`src/rtl/pipe_decode_ctrl_if.sv`:
```
// Bundle between the IF/ID stage, the decode control unit and the ID/EX control register.
// Carries the decode inputs, the hazard/stall side-band and the registered control word.
interface pipe_decode_ctrl_if #(
  parameter int OP_W = 4,
  parameter int FN_W = 4,
  parameter int RA_W = 4
);
  // instr_valid qualifies op/funct/id_rs/id_rt in IF/ID; out_valid qualifies the ID/EX word.
  // There is no ready: stall holds ID/EX, hazard_stall bubbles ID/EX and asks IF/ID to hold.
  logic            instr_valid;
  logic [OP_W-1:0] op;
  logic [FN_W-1:0] funct;
  logic [RA_W-1:0] id_rs;
  logic [RA_W-1:0] id_rt;
  logic            ex_is_load;
  logic [RA_W-1:0] ex_rd;
  logic            stall;
  logic            flush;

  logic            hazard_stall;
  logic            illegal_op;
  logic            out_valid;
  logic            alu_op;
  logic            alu_src;
  logic            reg_wr1_n;
  logic            reg_wr2_n;
  logic            wr2_add_mux;
  logic            mem_to_reg;
  logic            mem_wr_n;
  logic            byte_op_n;
  logic            halt_n;
  logic [1:0]      instr_type;
  logic [3:0]      alu_func;
  logic [1:0]      branch_mode;
  logic            halted;
  logic [1:0]      fsm_state;  // 0 run, 1 drain, 2 halted

  modport master (
    output instr_valid, op, funct, id_rs, id_rt, ex_is_load, ex_rd, stall, flush,
    input  hazard_stall, illegal_op, out_valid, alu_op, alu_src, reg_wr1_n, reg_wr2_n,
           wr2_add_mux, mem_to_reg, mem_wr_n, byte_op_n, halt_n, instr_type, alu_func,
           branch_mode, halted, fsm_state
  );

  modport slave (
    input  instr_valid, op, funct, id_rs, id_rt, ex_is_load, ex_rd, stall, flush,
    output hazard_stall, illegal_op, out_valid, alu_op, alu_src, reg_wr1_n, reg_wr2_n,
           wr2_add_mux, mem_to_reg, mem_wr_n, byte_op_n, halt_n, instr_type, alu_func,
           branch_mode, halted, fsm_state
  );
endinterface

```
`src/rtl/pipe_decode_ctrl.sv`:
```
// Registered decode control: decodes IF/ID into the ID/EX control word, handles stall/flush,
// load-use hazards and a halt-drain sequence that bubbles the pipe before stopping it.
module pipe_decode_ctrl #(
  parameter int OP_W         = 4,
  parameter int FN_W         = 4,
  parameter int RA_W         = 4,
  parameter int DRAIN_CYCLES = 3,
  parameter int BYTE_OPS_EN  = 1
) (
  input logic               clk,
  input logic               rst,
  pipe_decode_ctrl_if.slave bus
);

  typedef struct packed {
    logic       out_valid;
    logic       illegal_op;
    logic       alu_op;
    logic       alu_src;
    logic       reg_wr1_n;
    logic       reg_wr2_n;
    logic       wr2_add_mux;
    logic       mem_to_reg;
    logic       mem_wr_n;
    logic       byte_op_n;
    logic       halt_n;
    logic [1:0] instr_type;
    logic [3:0] alu_func;
    logic [1:0] branch_mode;
  } ctrl_t;

  typedef enum logic [1:0] {
    S_RUN    = 2'd0,
    S_DRAIN  = 2'd1,
    S_HALTED = 2'd2
  } state_t;

  localparam ctrl_t BUBBLE = '{out_valid: 1'b0, illegal_op: 1'b0, alu_op: 1'b1, alu_src: 1'b1,
                               reg_wr1_n: 1'b1, reg_wr2_n: 1'b1, wr2_add_mux: 1'b0,
                               mem_to_reg: 1'b1, mem_wr_n: 1'b1, byte_op_n: 1'b1, halt_n: 1'b1,
                               instr_type: 2'b11, alu_func: 4'b0000, branch_mode: 2'b11};

  state_t          state, state_d;
  logic [3:0]      cnt, cnt_d;
  ctrl_t           ctrl_q, ctrl_d, dec;
  logic            halted_q;
  logic            bad_op, byte_off, op_hi_bad, hazard, load_halt;
  logic [OP_W-1:0] op_full;
  logic [FN_W-1:0] fn_full;
  logic [RA_W-1:0] rs, rt, rd;
  logic [3:0]      op4, fn4;

  assign op_full   = bus.op;
  assign fn_full   = bus.funct;
  assign op4       = op_full[3:0];
  assign fn4       = fn_full[3:0];
  assign op_hi_bad = (op_full >> 4) != '0;
  assign byte_off  = (BYTE_OPS_EN == 0) && ((op4 == 4'b1010) || (op4 == 4'b1011));
  assign rs        = bus.id_rs;
  assign rt        = bus.id_rt;
  assign rd        = bus.ex_rd;

  // Load-use compare is only meaningful while the pipe is still running.
  assign hazard = (state == S_RUN) && bus.ex_is_load && bus.instr_valid && (rd != '0) &&
                  ((rd == rs) || (rd == rt));

  always_comb begin
    dec           = BUBBLE;
    dec.out_valid = 1'b1;
    bad_op        = op_hi_bad;
    case (op4)
      4'b1111: begin
        dec.alu_op      = 1'b0;
        dec.alu_src     = 1'b0;
        dec.instr_type  = 2'b00;
        dec.reg_wr2_n   = (fn4 == 4'b1000) || (fn4 == 4'b0100) || (fn4 == 4'b0101);
        dec.wr2_add_mux = (fn4 == 4'b1000);
        if (fn4 == 4'b1000)      dec.alu_func = 4'b1101;
        else if (fn4 == 4'b0111) dec.alu_func = 4'b1110;
        else                     dec.alu_func = fn4;
      end
      4'b1000, 4'b1001: begin
        dec.reg_wr2_n  = 1'b0;
        dec.alu_op     = 1'b0;
        dec.alu_src    = 1'b1;
        dec.instr_type = 2'b10;
        dec.alu_func   = op4;
      end
      4'b1010, 4'b1011, 4'b1100, 4'b1101: begin
        dec.mem_to_reg = 1'b0;
        dec.alu_op     = 1'b0;
        dec.alu_src    = 1'b0;
        dec.instr_type = 2'b01;
        // op[2] separates word from byte access, op[0] separates store from load.
        if (op4[2]) begin
          dec.alu_func = 4'b1100;
        end else begin
          dec.alu_func  = 4'b1111;
          dec.byte_op_n = 1'b0;
        end
        if (op4[0]) dec.mem_wr_n  = 1'b0;
        else        dec.reg_wr2_n = 1'b0;
      end
      4'b0101: dec.branch_mode = 2'b10;
      4'b0100: dec.branch_mode = 2'b01;
      4'b0110: dec.branch_mode = 2'b00;
      4'b0000: ;
      default: bad_op = 1'b1;
    endcase
    if (bad_op || byte_off) begin
      dec            = BUBBLE;
      dec.out_valid  = 1'b1;
      dec.halt_n     = 1'b0;
      dec.alu_func   = 4'b0001;
      dec.illegal_op = bad_op;
    end
  end

  always_comb begin
    ctrl_d    = ctrl_q;
    load_halt = 1'b0;
    if (state != S_RUN)       ctrl_d = BUBBLE;
    else if (bus.flush)       ctrl_d = BUBBLE;
    else if (bus.stall)       ctrl_d = ctrl_q;
    else if (hazard)          ctrl_d = BUBBLE;
    else if (bus.instr_valid) begin
      ctrl_d    = dec;
      load_halt = !dec.halt_n;
    end else                  ctrl_d = BUBBLE;
  end

  always_comb begin
    state_d = state;
    cnt_d   = cnt;
    case (state)
      S_RUN: if (load_halt) begin
        state_d = S_DRAIN;
        cnt_d   = 4'(DRAIN_CYCLES - 1);
      end
      S_DRAIN: begin
        if (cnt == 4'd0) state_d = S_HALTED;
        else             cnt_d   = cnt - 4'd1;
      end
      S_HALTED: ;
      default: state_d = S_RUN;
    endcase
  end

  // halted follows HALTED by one edge so it rises after the last drain bubble is loaded.
  always_ff @(posedge clk or posedge rst) begin
    if (rst) begin
      state    <= S_RUN;
      cnt      <= 4'd0;
      ctrl_q   <= BUBBLE;
      halted_q <= 1'b0;
    end else begin
      state    <= state_d;
      cnt      <= cnt_d;
      ctrl_q   <= ctrl_d;
      halted_q <= (state == S_HALTED);
    end
  end

  assign bus.hazard_stall = hazard;
  assign bus.illegal_op   = ctrl_q.illegal_op;
  assign bus.out_valid    = ctrl_q.out_valid;
  assign bus.alu_op       = ctrl_q.alu_op;
  assign bus.alu_src      = ctrl_q.alu_src;
  assign bus.reg_wr1_n    = ctrl_q.reg_wr1_n;
  assign bus.reg_wr2_n    = ctrl_q.reg_wr2_n;
  assign bus.wr2_add_mux  = ctrl_q.wr2_add_mux;
  assign bus.mem_to_reg   = ctrl_q.mem_to_reg;
  assign bus.mem_wr_n     = ctrl_q.mem_wr_n;
  assign bus.byte_op_n    = ctrl_q.byte_op_n;
  assign bus.halt_n       = ctrl_q.halt_n;
  assign bus.instr_type   = ctrl_q.instr_type;
  assign bus.alu_func     = ctrl_q.alu_func;
  assign bus.branch_mode  = ctrl_q.branch_mode;
  assign bus.halted       = halted_q;
  assign bus.fsm_state    = state;

endmodule

```
`src/flat_wrapper.sv`:
```
// flat-port wrapper written by rule: the top's interface ports become plain ports
module pipe_decode_ctrl_flat 
#(
  parameter int OP_W         = 4,
  parameter int FN_W         = 4,
  parameter int RA_W         = 4,
  parameter int DRAIN_CYCLES = 3,
  parameter int BYTE_OPS_EN  = 1
)
  (clk, rst, bus_instr_valid, bus_op, bus_funct, bus_id_rs, bus_id_rt, bus_ex_is_load, bus_ex_rd, bus_stall, bus_flush, bus_hazard_stall, bus_illegal_op, bus_out_valid, bus_alu_op, bus_alu_src, bus_reg_wr1_n, bus_reg_wr2_n, bus_wr2_add_mux, bus_mem_to_reg, bus_mem_wr_n, bus_byte_op_n, bus_halt_n, bus_instr_type, bus_alu_func, bus_branch_mode, bus_halted, bus_fsm_state);
  pipe_decode_ctrl_if #(.OP_W(OP_W), .FN_W(FN_W), .RA_W(RA_W)) bus_i ();
  input logic clk;
  input logic rst;
  input wire logic [$bits(bus_i.instr_valid)-1:0] bus_instr_valid;
  input wire logic [$bits(bus_i.op)-1:0] bus_op;
  input wire logic [$bits(bus_i.funct)-1:0] bus_funct;
  input wire logic [$bits(bus_i.id_rs)-1:0] bus_id_rs;
  input wire logic [$bits(bus_i.id_rt)-1:0] bus_id_rt;
  input wire logic [$bits(bus_i.ex_is_load)-1:0] bus_ex_is_load;
  input wire logic [$bits(bus_i.ex_rd)-1:0] bus_ex_rd;
  input wire logic [$bits(bus_i.stall)-1:0] bus_stall;
  input wire logic [$bits(bus_i.flush)-1:0] bus_flush;
  output wire logic [$bits(bus_i.hazard_stall)-1:0] bus_hazard_stall;
  output wire logic [$bits(bus_i.illegal_op)-1:0] bus_illegal_op;
  output wire logic [$bits(bus_i.out_valid)-1:0] bus_out_valid;
  output wire logic [$bits(bus_i.alu_op)-1:0] bus_alu_op;
  output wire logic [$bits(bus_i.alu_src)-1:0] bus_alu_src;
  output wire logic [$bits(bus_i.reg_wr1_n)-1:0] bus_reg_wr1_n;
  output wire logic [$bits(bus_i.reg_wr2_n)-1:0] bus_reg_wr2_n;
  output wire logic [$bits(bus_i.wr2_add_mux)-1:0] bus_wr2_add_mux;
  output wire logic [$bits(bus_i.mem_to_reg)-1:0] bus_mem_to_reg;
  output wire logic [$bits(bus_i.mem_wr_n)-1:0] bus_mem_wr_n;
  output wire logic [$bits(bus_i.byte_op_n)-1:0] bus_byte_op_n;
  output wire logic [$bits(bus_i.halt_n)-1:0] bus_halt_n;
  output wire logic [$bits(bus_i.instr_type)-1:0] bus_instr_type;
  output wire logic [$bits(bus_i.alu_func)-1:0] bus_alu_func;
  output wire logic [$bits(bus_i.branch_mode)-1:0] bus_branch_mode;
  output wire logic [$bits(bus_i.halted)-1:0] bus_halted;
  output wire logic [$bits(bus_i.fsm_state)-1:0] bus_fsm_state;
  assign bus_i.instr_valid = bus_instr_valid;
  assign bus_i.op = bus_op;
  assign bus_i.funct = bus_funct;
  assign bus_i.id_rs = bus_id_rs;
  assign bus_i.id_rt = bus_id_rt;
  assign bus_i.ex_is_load = bus_ex_is_load;
  assign bus_i.ex_rd = bus_ex_rd;
  assign bus_i.stall = bus_stall;
  assign bus_i.flush = bus_flush;
  assign bus_hazard_stall = bus_i.hazard_stall;
  assign bus_illegal_op = bus_i.illegal_op;
  assign bus_out_valid = bus_i.out_valid;
  assign bus_alu_op = bus_i.alu_op;
  assign bus_alu_src = bus_i.alu_src;
  assign bus_reg_wr1_n = bus_i.reg_wr1_n;
  assign bus_reg_wr2_n = bus_i.reg_wr2_n;
  assign bus_wr2_add_mux = bus_i.wr2_add_mux;
  assign bus_mem_to_reg = bus_i.mem_to_reg;
  assign bus_mem_wr_n = bus_i.mem_wr_n;
  assign bus_byte_op_n = bus_i.byte_op_n;
  assign bus_halt_n = bus_i.halt_n;
  assign bus_instr_type = bus_i.instr_type;
  assign bus_alu_func = bus_i.alu_func;
  assign bus_branch_mode = bus_i.branch_mode;
  assign bus_halted = bus_i.halted;
  assign bus_fsm_state = bus_i.fsm_state;
  pipe_decode_ctrl #(.OP_W(OP_W), .FN_W(FN_W), .RA_W(RA_W), .DRAIN_CYCLES(DRAIN_CYCLES), .BYTE_OPS_EN(BYTE_OPS_EN)) u_core (.clk(clk), .rst(rst), .bus(bus_i));
endmodule
```
`config.mk`:
```
export PLATFORM = sky130hd
export DESIGN_NAME = pipe_decode_ctrl_flat
export DESIGN_NICKNAME = d
export VERILOG_FILES = /design/src/rtl/pipe_decode_ctrl_if.sv /design/src/rtl/pipe_decode_ctrl.sv /design/src/flat_wrapper.sv
export SDC_FILE = /design/constraint.sdc
export NUM_CORES = 1
export LEC_CHECK = 0
export ABC_CLOCK_PERIOD_IN_PS = 2200
export CORE_MARGIN = 3
export CORE_UTILIZATION = 44
export DETAILED_ROUTE_END_ITERATION = 8
export MAX_ROUTING_LAYER = met4
export PLACE_DENSITY = 0.87
export SLEW_MARGIN = 25
export SYNTH_ARGS = -nofsm -noshare
export SYNTH_HDL_FRONTEND = slang
export SYNTH_SLANG_ARGS = --single-unit
```
`constraint.sdc`:
```
create_clock -name clk -period 2.2 [get_ports clk]
set_input_delay 0.33 -clock clk [delete_from_list [all_inputs] [get_ports clk]]
set_output_delay 0.33 -clock clk [all_outputs]
set_load 0.03 [all_outputs]
```
==> flow_summary.ini, run 1 <==
[timing]
hold_viol = 0
drv_slew = 0
fin_tns_setup_ps = 0
skew_ps = 3.650
period_needed_ps = 2155
relSlewSlack = 0.6531
timing.fmax_mhz = 464.0
period_share = 0.9797
finalSetupViolations = 0
worst_pin_slew_ps = 519.3

[synthesis]
async_flop_share = 1.000
synth_area_um2 = 1375
syn_nets = 168
synth_cell_types = 45
ys.flop_type = dfrtp_1
netlist.area_leader.share = 0.2548
synthTopCellsByArea = dfrtp_1, dfstp_2, xnor2_1
synth_edf_count = 0
synth_largest_area_cell = dfrtp_1
ys_ff_latch = 25
synthCells = 140
synth.yosys.seq_area_share = 0.4650
syn_area_per_cell_um2 = 9.822
ys_warn_count = 0

[finish]
stdcell_count = 232
num_antenna_cells = 0
drive_above_1_share = 0.1368
fillers = 229
areaGrowthSynthToFinish_pct = 40.67
fin_util = 0.6725
nets = 219

[die]
fp.dieH_um = 61.91
fp.dieW_um = 61.91
placeableCoreArea_um2 = 2877
die-area_um2 = 3832
ios = 49
initial_core_util = 0.4780
row_count = 19

[clocking]
cts_htree_levels = 1
cts_tree = yes
cts_root_buf = clkbuf_4
cts_sinks = 25
cts.path.max_buffers = 2
cts-buffers-inserted = 3
clk_latency_ps = 300
clk_pin_slew_ps = 130

[setup_path]
cp-start-kind = input port
cp.required_ps = 1870
crit_type = in -> out
cp-end-kind = output port
cp_max_fo = 3
arrival_ps = 1830

[drt]
vias_per_cell = 5.375
met1_length_um = 1404
wl_per_cell_um = 14.97
drc = 0
num_vias = 1247
wl_met3_um = 278
antenna_left = 0
drtPass1Iterations = 4
drt_iter0_drc = 59
top_layer = met4
met2_length_um = 1744
routed_wl_um = 3474

[flow_run]
drv_cap = 0

[global_route]
antenna_found_initial = 0
grt_pass1_wl_um = 5561
grt_use_total = 0.1989
grt_overflow = 0
grt_pass1_vias = 1249
grt_max_degree = 26

[placement]
portBuffers = 47
dp_hpwl_um = 2781
routabilityCongestion = 0.9292
placedCellCount = 227

[power_and_ir_drop]
power_density_nw_per_um2 = 731.8
power_leakage_nw = 0.8057
peakVddDrop_v = 0.0003968

[outcome]
outcome = complete, no violations

[worst_hold_path]
hold_class = in -> async
==> cell families (layout without fill, tap and decap cells) <==
logic type / count (synthesis) / after routing / share of synthesized area
XOR/XNOR: 10 / 10 / 0.06370
buffers and inverters: 13 / 63 / 0.04822
AO/OA/AOI/OAI: 38 / 38 / 0.2066
adder cells (fa/ha/maj): 2 / 2 / 0.01820
flip-flops: 25 / 25 / 0.4650
other: 1 / 1 / 0.002727
AND/OR/NAND/NOR: 51 / 51 / 0.1956
==> timing repair <==
action | CTS | global route
pin swaps | 1 | 2
hold buffers | 0 | 0
resized for setup | 0 | 3
setup buffers | 1 | 0
endpoints found under the setup margin | 1 | 2
gates cloned | 0 | 0
==> critical path: stages <==
cell,delay [ps]
clkdlybuf4s50_1,480
xnor2_1,220
nand4_1,180
a2111oi_4,400
buf_4,220
==> path summary, 6_finish.rpt <==
kind                                                   endpoint  depth (start not counted)                           startpoint  slack, ps
min in group clk               u_core.bus.out_valid$_DFFE_PP0P_                          2     u_core.bus.out_valid$_DFFE_PP0P_        500
setup / recovery                               bus_hazard_stall                          5                         bus_ex_rd[0]         40
max in group asynchronous  u_core.bus.instr_type[1]$_DFFE_PP1P_                          3                                  rst       1570
setup reg to reg             u_core.bus.wr2_add_mux$_DFFE_PP0P_                          5  u_core.bus.fsm_state[1]$_DFFE_PP0P_        430
hold / removal                u_core.bus.illegal_op$_DFFE_PP0P_                          3                                  rst        340
hold reg to reg                u_core.bus.out_valid$_DFFE_PP0P_                          2     u_core.bus.out_valid$_DFFE_PP0P_        500
==> routing by layer <==
metal  track usage  vias to the layer above
li1              -                      597
met1        0.2382                      592
met2        0.3393                       54
met3       0.03512                        4
met4       0.06364                        0
met5             -                        -
==> synth_stat cells (all sizes together), types with 4 or more instances <==
library cell / n
dfrtp: 14
nand2: 14
nor2: 12
dfstp: 11
xnor2: 8
a21oi: 7
nand2b: 7
o21ai: 7
nor2b: 6
buf: 5
inv: 5
a31oi: 4
==> placed cells by master (no fill, tap or decap), types with 4 or more instances in the layout <==
master	synthesis	routed
buf_4	2	8
nor2_1	12	12
a21oi_1	7	7
dfrtp_1	14	14
clkdlybuf4s50_1	0	43
nor2b_1	6	6
nand2_1	14	14
nand2b_1	7	7
inv_1	5	5
dfstp_2	11	11
o21ai_0	6	6
xnor2_1	8	8
a31oi_1	4	4
==> layout make-up <==
class	instances	area [µm²]	area share
inverter	5	18.77	0.009702
tap	42	52.55	0.02717
clock buffer	4	26.28	0.01358
timing repair buffer	54	528.0	0.2730
sequential	25	639.4	0.3305
multi-input combinational	102	669.4	0.3461
==> per-stage QoR <==
step / hold slack, ps / total power, mW / worst slack (ps) / cell area [µm²]
after floorplan: 349.2 / 0.9875 / 261.3 / 1375
after global placement: 465.0 / 1.191 / -34.68 / 1893
after detailed placement: 467.2 / 1.222 / -186.7 / 1893
after CTS: 353.4 / 1.418 / 38.51 / 1927
after global routing: 356.1 / 1.503 / -37.94 / 1934
final: 341.7 / 1.416 / 44.64 / 1934
==> where the power goes <==
part	total, mW	switching [mW]	internal, mW
logic	0.595	0.335	0.260
registers	0.623	0.0729	0.550
clock network	0.198	0.127	0.0706
total	1.42	0.535	0.880
(Power assumes the default switching activity.)
==> run 2: changes to the inputs <==
--- a/config.mk
+++ b/config.mk
@@ -6,11 +6,12 @@
 export NUM_CORES = 1
 export LEC_CHECK = 0
 export ABC_CLOCK_PERIOD_IN_PS = 2200
+export CAP_MARGIN = 0
 export CORE_MARGIN = 3
 export CORE_UTILIZATION = 44
 export DETAILED_ROUTE_END_ITERATION = 8
 export MAX_ROUTING_LAYER = met4
-export PLACE_DENSITY = 0.87
+export PLACE_DENSITY = 0.88
 export SLEW_MARGIN = 25
 export SYNTH_ARGS = -nofsm -noshare
 export SYNTH_HDL_FRONTEND = slang
==> run 2 against run 1 <==
Against the previous run:
- register-to-register slack got worse by 60 ps
- via count is 0.88% higher
- final area up 0.58%
- final cell count rose by 0.86%
- non-clock buffer count rose by 2
- largest cell class unchanged
- hold slack better by 6.6 ps
- combinational power hardly changed
- critical path type unchanged
==> flow_summary.ini, run 2 (synthesized netlist as in run 1, its figures left out) <==
[setup_path]
critical-path-max-stage-delay_ps = 570
r2r-end = u_core.bus.wr2_add_mux$_DFFE_PP0P_
slowest_stage = clkdlybuf4s50_1
reg2reg_from = u_core.bus.fsm_state[1]$_DFFE_PP0P_
cp.required_ps = 1870
cp-end-kind = output port
cp-start-kind = input port
reg2reg_depth = 5
crit_type = in -> out
cp_max_fo = 3
critical_path.cell_chain = clkdlybuf4s50_1 -> xnor2_1 -> nand4_1 -> a2111oi_4 -> buf_6
r2r_setup_slack_ps = 370
arrival_ps = 1830

[die]
ios = 49
fp.dieH_um = 61.91
die-area_um2 = 3832
initial_core_util = 0.4780
row_count = 19
placeableCoreArea_um2 = 2877
fp.dieW_um = 61.91

[finish]
most-common-layout-cells = clkdlybuf4s50_1, nand2_1, dfrtp_1
nets = 221
layout_commonest_cell = clkdlybuf4s50_1
drive_above_1_share = 0.1458
fin_util = 0.6764
areaGrowthSynthToFinish_pct = 41.49
num_antenna_cells = 0

[timing]
fin_tns_setup_ps = 0
rsz0062_at_grt = no
finalSetupViolations = 0
period_share = 0.9821
timing.fmax_mhz = 462.8
holdWs_ps = 348.3
skew_ps = 2.479
drv_slew = 0
period_needed_ps = 2161
hold_viol = 0

[flow_run]
drv_cap = 0

[drt]
drt_iter0_drc = 41
wl_per_cell_um = 14.61
drtPass1Iterations = 4
num_vias = 1258
antenna_left = 0
routed_wl_um = 3419
drc = 0
vias_per_cell = 5.376

[global_route]
grt_pass1_vias = 1262
grt_pass1_wl_um = 5575
grt_use_total = 0.1995
grt_overflow = 0
grt_max_degree = 26
antenna_found_initial = 0

[placement]
routabilityCongestion = 0.9008
dp_hpwl_um = 2749
portBuffers = 47

[clocking]
cts_tree = yes
cts_root_buf = clkbuf_4
clk_pin_slew_ps = 120
cts_sinks = 25
hold_buffers = 0
cts_htree_levels = 1
clk_latency_ps = 300
cts.path.max_buffers = 2
cts-buffers-inserted = 3

[power_and_ir_drop]
peakVddDrop_v = 0.0002883
comb_power_share = 0.420
switching_share = 0.3740
power.total_mw = 1.410
power.switching_mw = 0.5272
power_density_nw_per_um2 = 724.5
power_leakage_nw = 0.7886
seqPwrFrac = 0.445
intPower_mw = 0.8825
clkPwrFrac = 0.135

[worst_hold_path]
hold_class = in -> async

[outcome]
outcome = complete, no violations
==> run 2: changes by cell type in the layout (fill, tap and decap cells not counted), sizes merged <==
cell,before,now
buf,8,10
clkdlybuf4s50,43,46
dlymetal6s2s,3,0
==> run 2: metal layers <==
layer,track usage,vias to the layer above,share of wire
met2,0.3587,54,0.52
met5,-,-,0
met1,0.2305,606,0.40
li1,-,594,-
met4,0.04848,0,0.0053
met3,0.03306,4,0.075
==> run 2: worst max-delay path by stage <==
stage,from,endpoint,depth (start not counted)
final,bus_ex_rd[0],bus_hazard_stall,5
after global routing,bus_ex_rd[2],bus_hazard_stall,5
after CTS,bus_ex_rd[2],bus_hazard_stall,5
after detailed placement,bus_ex_rd[0],u_core.bus.alu_func[0]$_DFFE_PP0P_,6
after global placement,bus_ex_rd[0],u_core.bus.alu_func[3]$_DFFE_PP0P_,6
after floorplan,u_core.bus.fsm_state[1]$_DFFE_PP0P_,u_core.bus.wr2_add_mux$_DFFE_PP0P_,5
==> run 2: worst max-delay path, delay by kind of cell <==
kind | cells | cell delay [ps]
AND/OR/NAND/NOR | 1 | 160
AO/OA/AOI/OAI | 1 | 430
XOR/XNOR | 1 | 150
buffers and inverters | 2 | 760
==> run 2: layout make-up <==
class / instances / area (µm²)
multi-input cells: 102 / 669.4
inverters: 5 / 18.77
flip-flops and latches: 25 / 639.4
well taps: 42 / 52.55
clock buffers: 4 / 26.28
repair buffers: 56 / 539.3
fillers: 231 / 930.9
==> run 2: power by group through the flow <==
stage / registers [mW] / logic (mW) / clock network (mW)
2_1_floorplan: 0.708 / 0.279 / 0
3_3_place_gp: 0.621 / 0.570 / 0
3_5_place_dp: 0.632 / 0.590 / 0
4_1_cts: 0.624 / 0.593 / 0.200
5_1_grt: 0.635 / 0.649 / 0.230
6_report: 0.627 / 0.593 / 0.190
==> run 2: timing repair <==
action / 4_1_cts / 5_1_grt
resized for setup: 0 / 1
buffers inserted: 1 / 0
pin swaps: 1 / 1
setup endpoints to repair: 1 / 1
==> run 2: through the flow <==
step                setup WS [ps]  area (µm²)  instances
floorplan                   261.3        1375        140
global placement           -34.65        1908        229
detailed placement         -131.2        1908        229
CTS                         38.55        1942        234
global route                11.19        1946        234
finish                      39.41        1946        234
